## config.mk

```make
export PLATFORM = sky130hd
export DESIGN_NAME = compare_arbiter
export DESIGN_NICKNAME = d
export VERILOG_FILES = /design/src/rtl/cmp_pkg.sv /design/src/rtl/compare_core.sv /design/src/rtl/compare_arbiter.sv
export SDC_FILE = /design/constraint.sdc
export NUM_CORES = 1
export LEC_CHECK = 0
export BUFFER_PORTS_ARGS = -buffer_cell sky130_fd_sc_hd__buf_4
export CORE_MARGIN = 2
export CORE_UTILIZATION = 37
export CTS_CLUSTER_SIZE = 25
export DETAILED_ROUTE_END_ITERATION = 7
export GPL_ROUTABILITY_DRIVEN = 0
export GPL_TIMING_DRIVEN = 0
export PLACE_DENSITY_LB_ADDON = 0.25
export SLEW_MARGIN = 20
export SYNTH_ARGS = -nofsm -noshare
export SYNTH_HDL_FRONTEND = slang
export SYNTH_HIERARCHICAL = 1
export SYNTH_SLANG_ARGS = --single-unit
```

## constraint.sdc

```tcl
create_clock -name clk -period 2.72 [get_ports clk]
set_input_delay 0.136 -clock clk [delete_from_list [all_inputs] [get_ports clk]]
set_output_delay 0.136 -clock clk [all_outputs]
set_load 0.1 [all_outputs]
```

## src/rtl/cmp_pkg.sv

```systemverilog
// cmp_pkg: comparison select encoding shared by decoder, branch unit and compare_arbiter
package cmp_pkg;
  typedef enum logic [3:0] {
    CMP_EQ  = 4'd0,
    CMP_NE  = 4'd1,
    CMP_LT  = 4'd2,
    CMP_LTU = 4'd3,
    CMP_GE  = 4'd4,
    CMP_GEU = 4'd5
  } cmp_sel_e;
  function automatic logic is_valid_sel(input int unsigned s);
    return s <= int'(CMP_GEU);
  endfunction
endpackage

```

## src/rtl/compare_core.sv

```systemverilog
// compare_core: combinational RISC-V compare; undefined select yields bit 0 with err set
module compare_core
  import cmp_pkg::*;
#(
  parameter int dataWidth   = 32,
  parameter int selectWidth = 4
) (
  input  logic [dataWidth-1:0]   a_i,
  input  logic [dataWidth-1:0]   b_i,
  input  logic [selectWidth-1:0] sel_i,
  output logic                   bit_o,
  output logic                   err_o
);
  logic eq, lt, ltu;
  always_comb begin
    eq    = a_i == b_i;
    lt    = $signed(a_i) < $signed(b_i);
    ltu   = a_i < b_i;
    err_o = !is_valid_sel(32'(sel_i));
    bit_o = err_o                         ? 1'b0 :
            sel_i == selectWidth'(CMP_EQ)  ? eq   :
            sel_i == selectWidth'(CMP_NE)  ? !eq  :
            sel_i == selectWidth'(CMP_LT)  ? lt   :
            sel_i == selectWidth'(CMP_LTU) ? ltu  :
            sel_i == selectWidth'(CMP_GE)  ? !lt  : !ltu;
  end
endmodule

```

## src/rtl/compare_arbiter.sv

```systemverilog
// compare_arbiter: round-robin share of one compare_core between branch (port 0) and
// set-compare (port 1), with a single flushable registered output stage.
module compare_arbiter
  import cmp_pkg::*;
#(
  parameter int dataWidth   = 32,
  parameter int selectWidth = 4,
  parameter int tagWidth    = 5
) (
  input  logic                     clk,
  input  logic                     reset,
  input  logic                     flush,
  input  logic [1:0]               req_valid,
  output logic [1:0]               req_ready,
  input  logic [2*dataWidth-1:0]   req_a,
  input  logic [2*dataWidth-1:0]   req_b,
  input  logic [2*selectWidth-1:0] req_sel,
  input  logic [2*tagWidth-1:0]    req_tag,
  output logic                     out_valid,
  input  logic                     out_ready,
  output logic [dataWidth-1:0]     out_result,
  output logic                     out_taken,
  output logic                     out_id,
  output logic [tagWidth-1:0]      out_tag,
  output logic                     out_err
);
  logic                   valid_q, valid_d, taken_q, taken_d, id_q, id_d;
  logic                   err_q, err_d, last_q, last_d;
  logic [tagWidth-1:0]    tag_q, tag_d;
  logic                   free, gnt, accept, cmp_bit, cmp_err;
  logic [dataWidth-1:0]   a, b;
  logic [selectWidth-1:0] sel;
  logic [tagWidth-1:0]    tag;
  // contention goes to the port that did not win last; a lone request wins outright
  assign gnt       = &req_valid ? !last_q : req_valid[1];
  assign free      = !valid_q || out_ready;
  assign req_ready = (free && !flush && !reset && |req_valid) ? (gnt ? 2'b10 : 2'b01) : 2'b00;
  assign accept    = |req_ready;
  assign a   = gnt ? req_a[2*dataWidth-1:dataWidth]       : req_a[dataWidth-1:0];
  assign b   = gnt ? req_b[2*dataWidth-1:dataWidth]       : req_b[dataWidth-1:0];
  assign sel = gnt ? req_sel[2*selectWidth-1:selectWidth] : req_sel[selectWidth-1:0];
  assign tag = gnt ? req_tag[2*tagWidth-1:tagWidth]       : req_tag[tagWidth-1:0];
  compare_core #(
    .dataWidth  (dataWidth),
    .selectWidth(selectWidth)
  ) u_core (
    .a_i  (a),
    .b_i  (b),
    .sel_i(sel),
    .bit_o(cmp_bit),
    .err_o(cmp_err)
  );
  always_comb begin
    valid_d = flush ? 1'b0 : accept ? 1'b1 : valid_q && !out_ready;
    taken_d = accept ? cmp_bit : taken_q;
    err_d   = accept ? cmp_err : err_q;
    id_d    = accept ? gnt : id_q;
    tag_d   = accept ? tag : tag_q;
    last_d  = accept ? gnt : last_q;
  end
  always_ff @(posedge clk) begin
    if (reset) begin
      valid_q <= 1'b0;
      taken_q <= 1'b0;
      err_q   <= 1'b0;
      id_q    <= 1'b0;
      tag_q   <= '0;
      last_q  <= 1'b1;
    end else begin
      valid_q <= valid_d;
      taken_q <= taken_d;
      err_q   <= err_d;
      id_q    <= id_d;
      tag_q   <= tag_d;
      last_q  <= last_d;
    end
  end
  assign out_valid  = valid_q;
  assign out_taken  = taken_q;
  assign out_err    = err_q;
  assign out_id     = id_q;
  assign out_tag    = tag_q;
  assign out_result = {{(dataWidth-1){1'b0}}, taken_q};
endmodule
```

==> run_results.csv, run 1 <==
group,metric,value,unit
status,outcome,"complete, but fails checks",
status,violations,"negative setup slack",
clocking,root_buffer,"clkbuf_8",
critical_path,cpMostUsedCell,"nand2_2",
global_route,antenna_found_initial,0,
yosys,synth_xor_area_share,0,%
yosys,synthSimpleGateAreaFrac,41.6,%
critical_path,cp_slowest_cell,"a2111oi_2",
critical_path,crit_chain,"a21boi_4 > buf_6 > buf_8 > nand2_2 > nand2_2 > inv_2 > ha_4 > nand4_1 > nor4_4 > nand4b_1 > a2111oi_2 > or3_4 > inv_1 > o21ai_1",
pwr,p_per_area,305,nW/um^2
yosys,avgSynthCellArea,5.82,um^2
cells_and_area,syn_to_final_growth,80.3,%
floorplan,fp.dieW,86.2,um
route,drc_errors,0,
critical_path,r2r-start,"last_q$_SDFFE_PP1P_",
critical_path,startpoint_type,"flop",
floorplan,coreArea,6420,um^2
pwr,ir_drop,0.187,mV
cells_and_area,stdcell_area,4510,um^2
timing,post-route-min-period,2910,ps
cells_and_area,final_nets,823,
pwr,total_power,1380,uW
placed_design,port_buffers,162,
yosys,synth_fa_ha_area_share,16.0,%
yosys,synth_ff_type,"dfxtp_1",
timing,worst_slew_pin_slew,516,ps
placed_design,hpwl,6850,um
critical_path,timing.rr.end,"out_taken$_SDFFE_PP0P_",
route,routed_wl,8850,um
yosys,synth-edff-count,0,
yosys,synth_top_area_share,31.7,%
pwr,p_leak,0.00258,uW
floorplan,dieArea,7430,um^2
timing,setup_slack,-195,ps
yosys,syn-cell-area,2500,um^2
cells_and_area,fillCellCount,560,
critical_path,crit_path_end,"out_taken$_SDFFE_PP0P_",
cells_and_area,layout-drive-gt1-share,42.9,%
global_route,track_usage,21.1,%
yosys,ys_seq_area_share,8.01,%
critical_path,worstSetupPathType,"reg2reg",
clocking,tritoncts,"done",
floorplan,ios,195,
timing,fin_skew,5.54,ps
hold_path,hold_class,"in2reg",
yosys,synthCells,429,
critical_path,crit_path_max_incr_delay,410,ps
timing,tns,-195,ps
floorplan,start_util,38.9,%
cells_and_area,antennaDiodeCount,0,
timing,max_freq,343,MHz
critical_path,reg2reg_depth,14,
timing,rsz0062_at_grt,"true",
placed_design,pre_cts_slack,-483,ps
timing,period_share,107,%
yosys,synth_top_cell_by_area,"nand2_1",
yosys,yosys.cell_count.top_type,"nand2_1",
global_route,grt_pass1_wl,13100,um
timing,hold_viol,0,
route,post_drt_wl_per_cell,12.4,um
placed_design,dpl_cell_area,3940,um^2
global_route,grt_pass1_vias,3131,
yosys,netlist_top_cells_count,"nand2_1, inv_1, buf_4",
timing,timing.final.max_slew_violations,0,
clocking,clk_pin_slew,50,ps
route,firstDrtPassIters,4,
yosys,ys_ff_latch,10,
route,first_iter_violations,64,
global_route,grt_start_max_net_pins,11,
clocking,postCtsHoldBufs,0,
floorplan,rows,29,
critical_path,crit_start,"last_q$_SDFFE_PP1P_",
yosys,synth_top_family_by_area,"simple AND/OR/NAND/NOR gates",
global_route,grt_overflow,0,
yosys,synthMuxAreaShare,0,%
critical_path,worst_setup_path_end_kind,"flop",
yosys,synth-compound-area-share,15.4,%
critical_path,crit_arrival,3070,ps
yosys,ys_warn_count,6,
critical_path,r2r_slack,-190,ps
clocking,cts_htree_levels,1,
yosys,synth_area_leaders,"nand2_1, ha_1, buf_4",
critical_path,worstPathRequired,2880,ps
yosys,synthArstFlopShare,0,%
route,vias,3355,
critical_path,crit_fanout,7,
clocking,cts.sinks,10,
timing,slew_headroom,65.5,%
route,ant_nets,0,
floorplan,die_h,86.2,um
clocking,numCtsBuffers,3,
clocking,worstSkewPairLatency,230,ps
run,cap_violations,0,
cells_and_area,post-route-util,70.2,%
yosys,synth_cell_type_count,44,
clocking,clock_path_buffers,2,
route,via_per_inst,4.70,
timing,setup_viol,1,
through the flow:
step                      hold WS, ps  cells
after floorplan                   328    459
after global placement            450    698
after detailed placement          446    698
after CTS                         211    707
after global routing              224    714
final                             213    714
registers in the layout, indices dropped and copies added, names as in the netlist:
signal and flops:
out_tag 5, last_q 1, out_err 1, out_id 1, out_taken 1, out_valid 1
worst min-delay path by stage:
stage / from / end / depth (start not counted)
after CTS: reset / out_tag[4]$_SDFFE_PP0P_ / 2
final: reset / out_tag[4]$_SDFFE_PP0P_ / 2
after global placement: reset / out_tag[1]$_SDFFE_PP0P_ / 2
after global routing: reset / out_tag[4]$_SDFFE_PP0P_ / 2
after detailed placement: reset / out_tag[4]$_SDFFE_PP0P_ / 2
after floorplan: req_valid[0] / last_q$_SDFFE_PP1P_ / 2
per-layer routing:
| layer | vias up | GRT usage, % | share of wire, % |
|---|---|---|---|
| met5 | - | 0 | 0 |
| met4 | 0 | 3.98 | 1.4 |
| met3 | 12 | 3.05 | 6.4 |
| met2 | 124 | 41.2 | 52 |
| met1 | 1471 | 24.2 | 40 |
| li1 | 1748 | - | - |
worst max-delay path: cells and delay by family, from the launching register on:
family                   cells  cell delay, ps
adder cells (fa/ha/maj)      1             250
flip-flops                   1             350
buffers and inverters        4             370
AND/OR/NAND/NOR              6            1150
AO/OA/AOI/OAI                3             720
repair_timing:
item                       CTS  global route
setup endpoints to repair    1             1
setup buffers                5             8
cloned                       1             0
gates resized for setup     52            27
pin swaps                   16            16
placed cells by master, fill, tap and decap left out, drive strengths merged, types with 2 or more instances in the layout:
| cell type | count |
|---|---|
| a2111oi | 2 |
| a211oi | 5 |
| a21boi | 3 |
| a21o | 4 |
| a21oi | 15 |
| a221o | 2 |
| a31oi | 5 |
| and3 | 2 |
| buf | 219 |
| clkbuf | 9 |
| conb | 31 |
| dfxtp | 10 |
| ha | 32 |
| inv | 36 |
| nand2 | 211 |
| nand3 | 6 |
| nand4 | 6 |
| nor2 | 5 |
| nor2b | 4 |
| nor3 | 2 |
| nor4 | 2 |
| o21a | 2 |
| o21ai | 5 |
| o311ai | 2 |
| o32ai | 5 |
| or2 | 2 |
power by group:
part           leakage, uW  internal (uW)  total (uW)  switching (uW)
clock            0.0000216           96.3         147            50.6
sequential       0.0000821            157         163            6.35
combinational      0.00248            446        1070             619
total              0.00258            699        1380             676
layout make-up:
cell class,count,area (um^2),area share [%]
Clock buffer,3,41.3,0.916
Sequential cell,10,204,4.53
Tap cell,77,96.3,2.14
Inverter,36,135,3.00
Multi-Input combinational cell,363,2230,49.5
Timing Repair Buffer,176,1340,29.8
Buffer,49,455,10.1
logic make-up (layout without fill, tap and decap cells):
group           count (synthesis)  count (layout)
simple gates                  245             245
buf+inv                        86             264
compound gates                 55              55
fa+ha+maj                      32              32
flops                          10              10
other cells                     1              31
(Power assumes the default switching activity.)
==> inputs of run 2 (changes only) <==
--- a/config.mk
+++ b/config.mk
@@ -13,6 +13,7 @@
 export GPL_ROUTABILITY_DRIVEN = 0
 export GPL_TIMING_DRIVEN = 0
 export PLACE_DENSITY_LB_ADDON = 0.25
+export SKIP_CTS_REPAIR_TIMING = 1
 export SLEW_MARGIN = 20
 export SYNTH_ARGS = -nofsm -noshare
 export SYNTH_HDL_FRONTEND = slang
==> run 2 against run 1 <==
Against the previous run: the flow still finishes with violations (negative setup slack); sequential share of layout area rose by 0.069 points; non-clock buffer count fell by 5; highest routed layer unchanged; first-iteration DRC count rose by 9.4%; utilization fell by 1.1 points; design area fell by 1.5%.
==> run_results.csv, run 2 (synthesis results as in run 1) <==
group,metric,value,unit
status,outcome,"complete, but fails checks",
status,violations,"negative setup slack",
floorplan,die_h,86.2,um
global_route,grt_start_max_net_pins,11,
critical_path,cpMostUsedCell,"nand2_1",
route,first_iter_violations,70,
timing,rsz0062_at_grt,"true",
critical_path,crit_arrival,2930,ps
timing,timing.final.max_slew_violations,0,
critical_path,crit_start,"last_q$_SDFFE_PP1P_",
critical_path,worstPathRequired,2820,ps
cells_and_area,layout-drive-gt1-share,43.4,%
floorplan,rows,29,
cells_and_area,final_cells,709,
timing,hold_slack,213,ps
critical_path,r2r-start,"last_q$_SDFFE_PP1P_",
cells_and_area,final_nets,818,
timing,post-route-min-period,2830,ps
clocking,cts_htree_levels,1,
route,via_per_inst,4.70,
critical_path,worst_setup_path_end_kind,"flop",
pwr,switchingPower,671,uW
global_route,grt_pass1_wl,12400,um
timing,max_freq,353,MHz
cells_and_area,final_cell_mix,"buf_4, nand2_1, conb_1",
route,firstDrtPassIters,4,
pwr,clockPowerShare,10.9,%
pwr,swShare,49.5,%
route,post_drt_wl_per_cell,12.2,um
floorplan,ios,195,
floorplan,fp.dieW,86.2,um
pwr,p_per_area,306,nW/um^2
timing,period_share,104,%
pwr,ir_drop,0.188,mV
pwr,p_leak,0.00254,uW
route,ant_nets,0,
clocking,numCtsBuffers,3,
floorplan,start_util,38.9,%
route,vias,3330,
cells_and_area,syn_to_final_growth,77.6,%
floorplan,coreArea,6420,um^2
critical_path,crit_path_max_incr_delay,390,ps
critical_path,startpoint_type,"flop",
cells_and_area,antennaDiodeCount,0,
placed_design,hpwl,6850,um
timing,worst_slew_pin_slew,520,ps
floorplan,dieArea,7430,um^2
global_route,grt_overflow,0,
cells_and_area,final_common_cell,"buf_4",
clocking,tritoncts,"done",
critical_path,cp_slowest_cell,"nor4_4",
route,drc_errors,0,
critical_path,crit_fanout,10,
clocking,worstSkewPairLatency,230,ps
run,cap_violations,0,
pwr,comb_power_share,77.1,%
global_route,grt_pass1_vias,3025,
placed_design,dpl_cell_area,3940,um^2
cells_and_area,largest_reg_flops,5,
timing,fin_skew,5.41,ps
pwr,total_power,1360,uW
cells_and_area,stdcell_area,4440,um^2
clocking,clock_path_buffers,2,
hold_path,hold_class,"in2reg",
timing,setup_viol,1,
global_route,antenna_found_initial,0,
critical_path,worstSetupPathType,"reg2reg",
clocking,cts.sinks,10,
timing,hold_viol,0,
route,routed_wl,8670,um
placed_design,dp_cells,698,
clocking,root_buffer,"clkbuf_8",
clocking,clk_pin_slew,50,ps
pwr,p_int,685,uW
hold_path,min_from,"reset",
critical_path,crit_chain,"a21bo_1 > buf_6 > buf_2 > nand2_1 > nand2_1 > ha_4 > nand4_1 > nor4_4 > buf_4 > nand3_2 > nand2_1 > a2111oi_2 > or3_1 > inv_1 > o21ai_1",
cells_and_area,post-route-util,69.1,%
timing,slew_headroom,65.3,%
pwr,sequentialPowerShare,12.0,%
global_route,track_usage,19.9,%
timing,setup_slack,-111,ps
placed_design,port_buffers,162,
==> run 2: cell count changes in the layout (fill, tap and decap cells not counted), sizes merged <==
| cell | delta |
|---|---|
| buf | -5 |
==> run 2: metrics by stage <==
step	worst slack (ps)	setup TNS [ps]
6_report	-111	-111
2_1_floorplan	5.92	0
3_5_place_dp	-483	-483
3_3_place_gp	-469	-469
4_1_cts	-512	-512
5_1_grt	-265	-265
==> run 2: power groups by stage <==
stage                     Combinational, uW  Clock (uW)  Sequential, uW
after floorplan                         571           0             230
after global placement                  888           0             165
after detailed placement                902           0             166
after CTS                               906         149             163
after global routing                   1120         156             164
final                                  1050         148             163
==> run 2: final timing paths <==
kind	endpoint	cells after the start	slack, ps
hold reg to reg	out_id$_SDFFE_PP0P_	1	490
setup / recovery	out_taken$_SDFFE_PP0P_	15	-110
setup reg to reg	out_taken$_SDFFE_PP0P_	15	-110
hold / removal	out_tag[2]$_SDFFE_PP0P_	2	210
==> run 2: area by class of cell <==
class / count / area (um^2)
tap: 77 / 96.3
multi-input combinational: 363 / 2250
fill: 568 / 1980
timing repair buffer: 171 / 1320
sequential: 10 / 204
buffer: 49 / 394
inverter: 36 / 135
clock buffer: 3 / 41.3
==> run 2: critical path: cells and delay by family (launching register included) <==
family                   cells  cell delay (ps)
flip-flops                   1              350
buffers and inverters        4              560
adder cells (fa/ha/maj)      1              280
AO/OA/AOI/OAI                3              290
AND/OR/NAND/NOR              7             1220
==> run 2: layer usage <==
layer | routed length (um) | up-vias | share of wire [%] | track usage [%]
li1 | - | 1735 | - | -
met1 | 3450 | 1467 | 40 | 23.3
met2 | 4610 | 122 | 53 | 39.0
met3 | 554 | 6 | 6.4 | 2.95
met4 | 55 | 0 | 0.63 | 2.13
met5 | 0 | - | 0 | 0
